**src/rtl/color_fill_writer.sv**
```systemverilog
// rtl/color_fill_writer.sv - paints the whole panel one RGB565 color over 4-wire SPI
module color_fill_writer #(
    parameter int         H_PIXELS  = 240,
    parameter int         V_PIXELS  = 240,
    parameter int         CLK_DIV   = 2,
    parameter logic [7:0] RAMWR_CMD = 8'h2C
) (
    input  logic        clock,
    input  logic        reset_n,
    input  logic        color_valid,
    input  logic [15:0] color,
    output logic        busy,
    output logic        frame_done,
    output logic        spi_cs_n,
    output logic        spi_sck,
    output logic        spi_mosi,
    output logic        spi_dc
);

    localparam int             NPIX     = H_PIXELS * V_PIXELS;
    localparam int             PCW      = $clog2(NPIX + 1);
    localparam int             DW       = (CLK_DIV > 1) ? $clog2(CLK_DIV) : 1;
    localparam logic [DW-1:0]  DIV_LAST = DW'(CLK_DIV - 1);
    localparam logic [PCW-1:0] PIX_LAST = PCW'(NPIX - 1);

    typedef enum logic [2:0] {
        S_IDLE,
        S_CMD,
        S_PIX_HI,
        S_PIX_LO,
        S_DONE
    } state_t;

    state_t         r_state;
    state_t         w_next_state;

    logic [DW-1:0]  r_div_cnt;
    logic           r_half;        // 0 = sck low phase, 1 = sck high phase
    logic [2:0]     r_bit_cnt;
    logic [PCW-1:0] r_pix_cnt;
    logic [15:0]    r_active;
    logic [15:0]    r_pend_color;
    logic           r_pend_valid;

    logic           w_shifting;
    logic           w_byte_end;
    logic           w_enter_cmd;
    logic [7:0]     w_cur_byte;

    assign w_shifting  = (r_state == S_CMD) || (r_state == S_PIX_HI) || (r_state == S_PIX_LO);
    assign w_byte_end  = w_shifting && r_half && (r_div_cnt == DIV_LAST) && (r_bit_cnt == 3'd7);
    assign w_enter_cmd = (w_next_state == S_CMD) && (r_state != S_CMD);

    // State register
    always_ff @(posedge clock or negedge reset_n) begin
        if (!reset_n) begin
            r_state <= S_IDLE;
        end else begin
            r_state <= w_next_state;
        end
    end

    // Next-state logic; a fill only advances on byte boundaries
    always_comb begin
        w_next_state = r_state;
        case (r_state)
            S_IDLE:   if (color_valid) w_next_state = S_CMD;
            S_CMD:    if (w_byte_end) w_next_state = S_PIX_HI;
            S_PIX_HI: if (w_byte_end) w_next_state = S_PIX_LO;
            S_PIX_LO: if (w_byte_end) w_next_state = (r_pix_cnt == PIX_LAST) ? S_DONE : S_PIX_HI;
            S_DONE:   w_next_state = (color_valid || r_pend_valid) ? S_CMD : S_IDLE;
            default:  w_next_state = S_IDLE;
        endcase
    end

    // Bit timing: CLK_DIV cycles low, CLK_DIV high, 8 bits per byte, bytes back-to-back
    always_ff @(posedge clock or negedge reset_n) begin
        if (!reset_n) begin
            r_div_cnt <= '0;
            r_half    <= 1'b0;
            r_bit_cnt <= 3'd0;
        end else if (!w_shifting) begin
            r_div_cnt <= '0;
            r_half    <= 1'b0;
            r_bit_cnt <= 3'd0;
        end else if (r_div_cnt == DIV_LAST) begin
            r_div_cnt <= '0;
            r_half    <= ~r_half;
            if (r_half) r_bit_cnt <= r_bit_cnt + 3'd1;
        end else begin
            r_div_cnt <= r_div_cnt + DW'(1);
        end
    end

    // Pixel counter restarts at the beginning of every fill
    always_ff @(posedge clock or negedge reset_n) begin
        if (!reset_n) begin
            r_pix_cnt <= '0;
        end else if (w_enter_cmd) begin
            r_pix_cnt <= '0;
        end else if ((r_state == S_PIX_LO) && w_byte_end) begin
            r_pix_cnt <= r_pix_cnt + PCW'(1);
        end
    end

    // Active color is frozen for a fill; mid-fill colors land in the pending slot
    always_ff @(posedge clock or negedge reset_n) begin
        if (!reset_n) begin
            r_active     <= 16'h0000;
            r_pend_color <= 16'h0000;
            r_pend_valid <= 1'b0;
        end else begin
            case (r_state)
                S_IDLE: begin
                    if (color_valid) r_active <= color;
                end
                S_CMD, S_PIX_HI, S_PIX_LO: begin
                    if (color_valid) begin
                        r_pend_color <= color;
                        r_pend_valid <= 1'b1;
                    end
                end
                S_DONE: begin
                    if (color_valid) begin
                        r_active     <= color;
                        r_pend_valid <= 1'b0;
                    end else if (r_pend_valid) begin
                        r_active     <= r_pend_color;
                        r_pend_valid <= 1'b0;
                    end
                end
                default: begin
                    r_pend_valid <= r_pend_valid;
                end
            endcase
        end
    end

    // Byte currently on the wire
    always_comb begin
        w_cur_byte = 8'h00;
        case (r_state)
            S_CMD:    w_cur_byte = RAMWR_CMD;
            S_PIX_HI: w_cur_byte = r_active[15:8];
            S_PIX_LO: w_cur_byte = r_active[7:0];
            default:  w_cur_byte = 8'h00;
        endcase
    end

    assign busy       = (r_state != S_IDLE);
    assign frame_done = (r_state == S_DONE);
    assign spi_cs_n   = ~w_shifting;
    assign spi_sck    = w_shifting & r_half;
    assign spi_dc     = (r_state == S_PIX_HI) || (r_state == S_PIX_LO);
    assign spi_mosi   = w_shifting & w_cur_byte[3'd7 - r_bit_cnt];

endmodule

```
**config.mk**
```make
export PLATFORM = sky130hd
export DESIGN_NAME = color_fill_writer
export DESIGN_NICKNAME = d
export VERILOG_FILES = /design/src/rtl/color_fill_writer.sv
export SDC_FILE = /design/constraint.sdc
export NUM_CORES = 1
export LEC_CHECK = 0
export CAP_MARGIN = 30
export CELL_PAD_IN_SITES_DETAIL_PLACEMENT = 0
export CELL_PAD_IN_SITES_GLOBAL_PLACEMENT = 2
export CORE_UTILIZATION = 37
export DETAILED_ROUTE_END_ITERATION = 16
export GPL_ROUTABILITY_DRIVEN = 0
export PLACE_DENSITY = 0.83
export SKIP_CTS_REPAIR_TIMING = 1
export SYNTH_ARGS = -nofsm -noshare
export SYNTH_HDL_FRONTEND = slang
export SYNTH_SLANG_ARGS = --single-unit
```
**constraint.sdc**
```tcl
create_clock -name clock -period 2.9 [get_ports clock]
set_clock_uncertainty 0.05 [all_clocks]
set_input_delay 0.725 -clock clock [delete_from_list [all_inputs] [get_ports clock]]
set_output_delay 0.725 -clock clock [all_outputs]
set_load 0.01 [all_outputs]
```
==> summary.txt, run 1 <==
Status = finished clean
Crit end category = output pin
Post-Synth Adder-Cell Area = 1.34%
Post-Synthesis Cells = 269
Combinational Power Share = 5.9%
Reg-to-reg critical path startpoint = r_bit_cnt[0]$_DFFE_PN0P_
Synth Area in XOR/XNOR = 2.82%
Antenna Cells = 0
Placed cells = 386
Post-route minimum period = 2.74 ns
Internal = 1.35 mW
CP startpoint = r_state[0]$_DFF_PN0_
Top-Level Pins = 25
Via density = 5.01
RSZ-0062 raised after global routing = no
Area contributors post-synth = dfrtp_1 (51%), mux2_2 (7.2%), mux2i_1 (6.4%)
Switching part of the total = 22.7%
Wire per inst = 13.7 um
Slew HR = 76.2%
Final period utilization = 94.3%
Pins Over Slew Limit = 0
Max Buffers Root-to-Sink = 2
FF-to-FF path depth = 7
Post-DRT Antenna Nets = 0
Final Hold Viols = 0
Initial DRC Count = 67
Simple-gate share of the synthesized area = 16.4%
Net total in the final layout = 320
Antenna violations before repair = 0
Finished Layout Cells = 402
Post-synth top area cell = dfrtp_1
Number of fill cells = 739
Startpoint types = flop
Routed Wire Length = 5490 um
Top-count cell post-synth = dfrtp_1
Slew @ Worst Pin = 0.354 ns
Area growth, synth to finish = 21.5%
Endpoints failing setup = 0
Crit path required time = 2.12 ns
Clock-pin slew on the worst setup and hold paths = 0.07 ns
Die H = 89.0 um
Leak Pwr = 1.37 nW
Largest net degree at the start of global routing = 58
Met2 wire length = 2640 um
Starting Density = 38.4%
Worst R2R Setup Slack = 0.47 ns
WS Path Type = reg2out
Clk Latency, worst-skew pair = 0.34 ns
CP Capture Point = spi_sck
CTS tree = done
Die Area = 7910 um^2
DR top layer = met4
Layout cells sized above 1 = 17.8%
Power Density = 515 nW/um^2
Max Fclk = 366 MHz
Largest family of logic cells by synthesized area = simple AND/OR/NAND/NOR gates
Max VDD drop = 0.267 mV
Netlist cell types = 39
Top_reg_cell synth = dfrtp_1
Port-buffer cells = 24
Flop pwr share = 48.6%
Mux cell area share after synthesis = 14.5%
Detail Placement HPWL = 3670 um
Synthesis-stage register bit count = 57
Clock root buffer = clkbuf_8
Site Rows = 31
First-pass GRT wire length = 9650 um
Max Fanout on Critical Path = 9
Sequential area share after synthesis = 51.0%
Hold WC Path Type = in2async
Compound-Gate Fraction of Synth Area = 9.75%
Multi-input gate area = 1260 um^2
Gr usage total = 16.6%
Design Power = 1.75 mW
Cell area after synthesis = 2800 um^2
DRC = 0
CTS buffer count = 9
Met3 WL post-DR = 204 um
Storage cell area = 1430 um^2
Commonest cells post-synth = dfrtp_1 (57), nand2_1 (29), o21ai_0 (24), mux2_2 (18), mux2i_1 (18)
Synth Area per Inst = 10.4 um^2
Reg-to-reg endpoint = r_pix_cnt[14]$_DFFE_PN0P_
Core Area = 7290 um^2
Yosys warns = 0
Post-synth ARST share = 100%
Via Count = 2015
Metal-1 WL = 2550 um
Post-synth EDFFs = 0
Clk pwr share = 45.5%
H-tree Lvls = 3
Net switching power = 0.397 mW
DIE WIDTH = 89.0 um
Post-synth top area share = 51.0%
Total global routing overflow = 0
Net count after synthesis = 291
Max-capacitance violation count = 0
# clock sinks = 57
Vias in the first global route = 1993
CP arrival = 1.96 ns
First-pass DRT Iterations = 4
==> routing by layer <==
metal / up-vias / track usage, %
met5: - / 0
met2: 31 / 27.1
met3: 9 / 4.80
li1: 1013 / -
met4: 0 / 6.93
met1: 962 / 20.7
==> kinds of logic (layout without fill, tap and decap cells) <==
kind of cell	count (synthesis)	in the layout
AND/OR/NAND/NOR	89	89
flip-flops	57	57
AO/OA/AOI/OAI	48	48
multiplexers	37	37
buffers and inverters	26	60
XOR/XNOR	9	9
adder cells (fa/ha/maj)	3	3
==> how the worst min path moves through the flow <==
stage                                 to  slack [ns]  cells after the start                 startpoint
3_3_place_gp   r_pix_cnt[15]$_DFFE_PN0P_        0.41                      1  r_pix_cnt[15]$_DFFE_PN0P_
5_1_grt         r_pix_cnt[3]$_DFFE_PN0P_        0.34                      2                    reset_n
6_report        r_pix_cnt[4]$_DFFE_PN0P_        0.32                      2                    reset_n
2_1_floorplan    r_active[0]$_DFFE_PN0P_        0.38                      0                    reset_n
4_1_cts         r_pix_cnt[3]$_DFFE_PN0P_        0.33                      2                    reset_n
3_5_place_dp     r_active[4]$_DFFE_PN0P_        0.42                      2    r_active[4]$_DFFE_PN0P_
==> critical path: stages (launching register included) <==
cell and delay (ns):
dfrtp_2 0.46, buf_4 0.19, nor2_1 0.07, nor2_1 0.21, and2_1 0.16, clkdlybuf4s50_1 0.52
==> flip-flops by register name, summed over array words and instances (netlist names) <==
register,count
r_active,16
r_bit_cnt,3
r_div_cnt,1
r_half,1
r_pend_color,16
r_pend_valid,1
r_pix_cnt,16
r_state,3
==> cell type report <==
cell class,count,area share (%)
tap,99,3.64
clock inverter,4,1.47
timing repair buffer,35,9.79
inverter,9,0.994
clock buffer,12,4.86
multi-input combinational,186,37.2
sequential,57,42.0
==> stage by stage <==
step | util, % | TNS, ns | setup slack, ns | instance area (um^2) | hold WS (ns)
after CTS | 46.5 | -0.144 | -0.144 | 3390 | 0.332
after detailed placement | 43.6 | 0 | 0.222 | 3180 | 0.419
after global routing | 46.6 | 0 | 0.0520 | 3400 | 0.344
after global placement | 43.6 | 0 | 0.223 | 3180 | 0.412
final | 46.6 | 0 | 0.164 | 3400 | 0.325
after floorplan | - | 0 | 0.446 | 2800 | 0.379
==> power groups by stage <==
stage          registers (mW)  clock network (mW)  logic [mW]
6_report                0.850               0.797       0.103
5_1_grt                 0.854               0.854       0.117
4_1_cts                 0.850               0.821       0.107
3_5_place_dp            0.865                   0       0.106
3_3_place_gp            0.863                   0       0.104
2_1_floorplan           0.859                   0      0.0510
==> layout by cell type, fill, tap and decap left out, types with 2 or more instances in the layout <==
master | synthesis | routed
dfrtp_1 | 57 | 55
nand2_1 | 29 | 29
o21ai_0 | 24 | 24
clkdlybuf4s50_1 | 0 | 22
mux2i_1 | 18 | 18
mux2_2 | 18 | 18
a21oi_1 | 15 | 15
nor2_1 | 14 | 14
clkbuf_8 | 0 | 12
buf_4 | 0 | 10
inv_1 | 9 | 8
xnor2_1 | 8 | 8
nor3_1 | 7 | 7
nand3_1 | 7 | 7
or3_1 | 6 | 6
nand2b_1 | 4 | 4
nor4_1 | 4 | 4
nand4_1 | 3 | 3
or4_1 | 3 | 3
nand3b_1 | 3 | 3
ha_1 | 3 | 3
o41ai_1 | 2 | 2
a311oi_1 | 2 | 2
clkinvlp_4 | 0 | 2
dfrtp_2 | 0 | 2
Power figures use the tool's default switching activity.
==> inputs of run 2 (changes only) <==
--- a/config.mk
+++ b/config.mk
@@ -5,7 +5,7 @@
 export SDC_FILE = /design/constraint.sdc
 export NUM_CORES = 1
 export LEC_CHECK = 0
-export CAP_MARGIN = 30
+export CAP_MARGIN = 0
 export CELL_PAD_IN_SITES_DETAIL_PLACEMENT = 0
 export CELL_PAD_IN_SITES_GLOBAL_PLACEMENT = 2
 export CORE_UTILIZATION = 37
==> results of run 2 <==
Same layout as run 1: the final DEF is identical, and so are final timing and power.
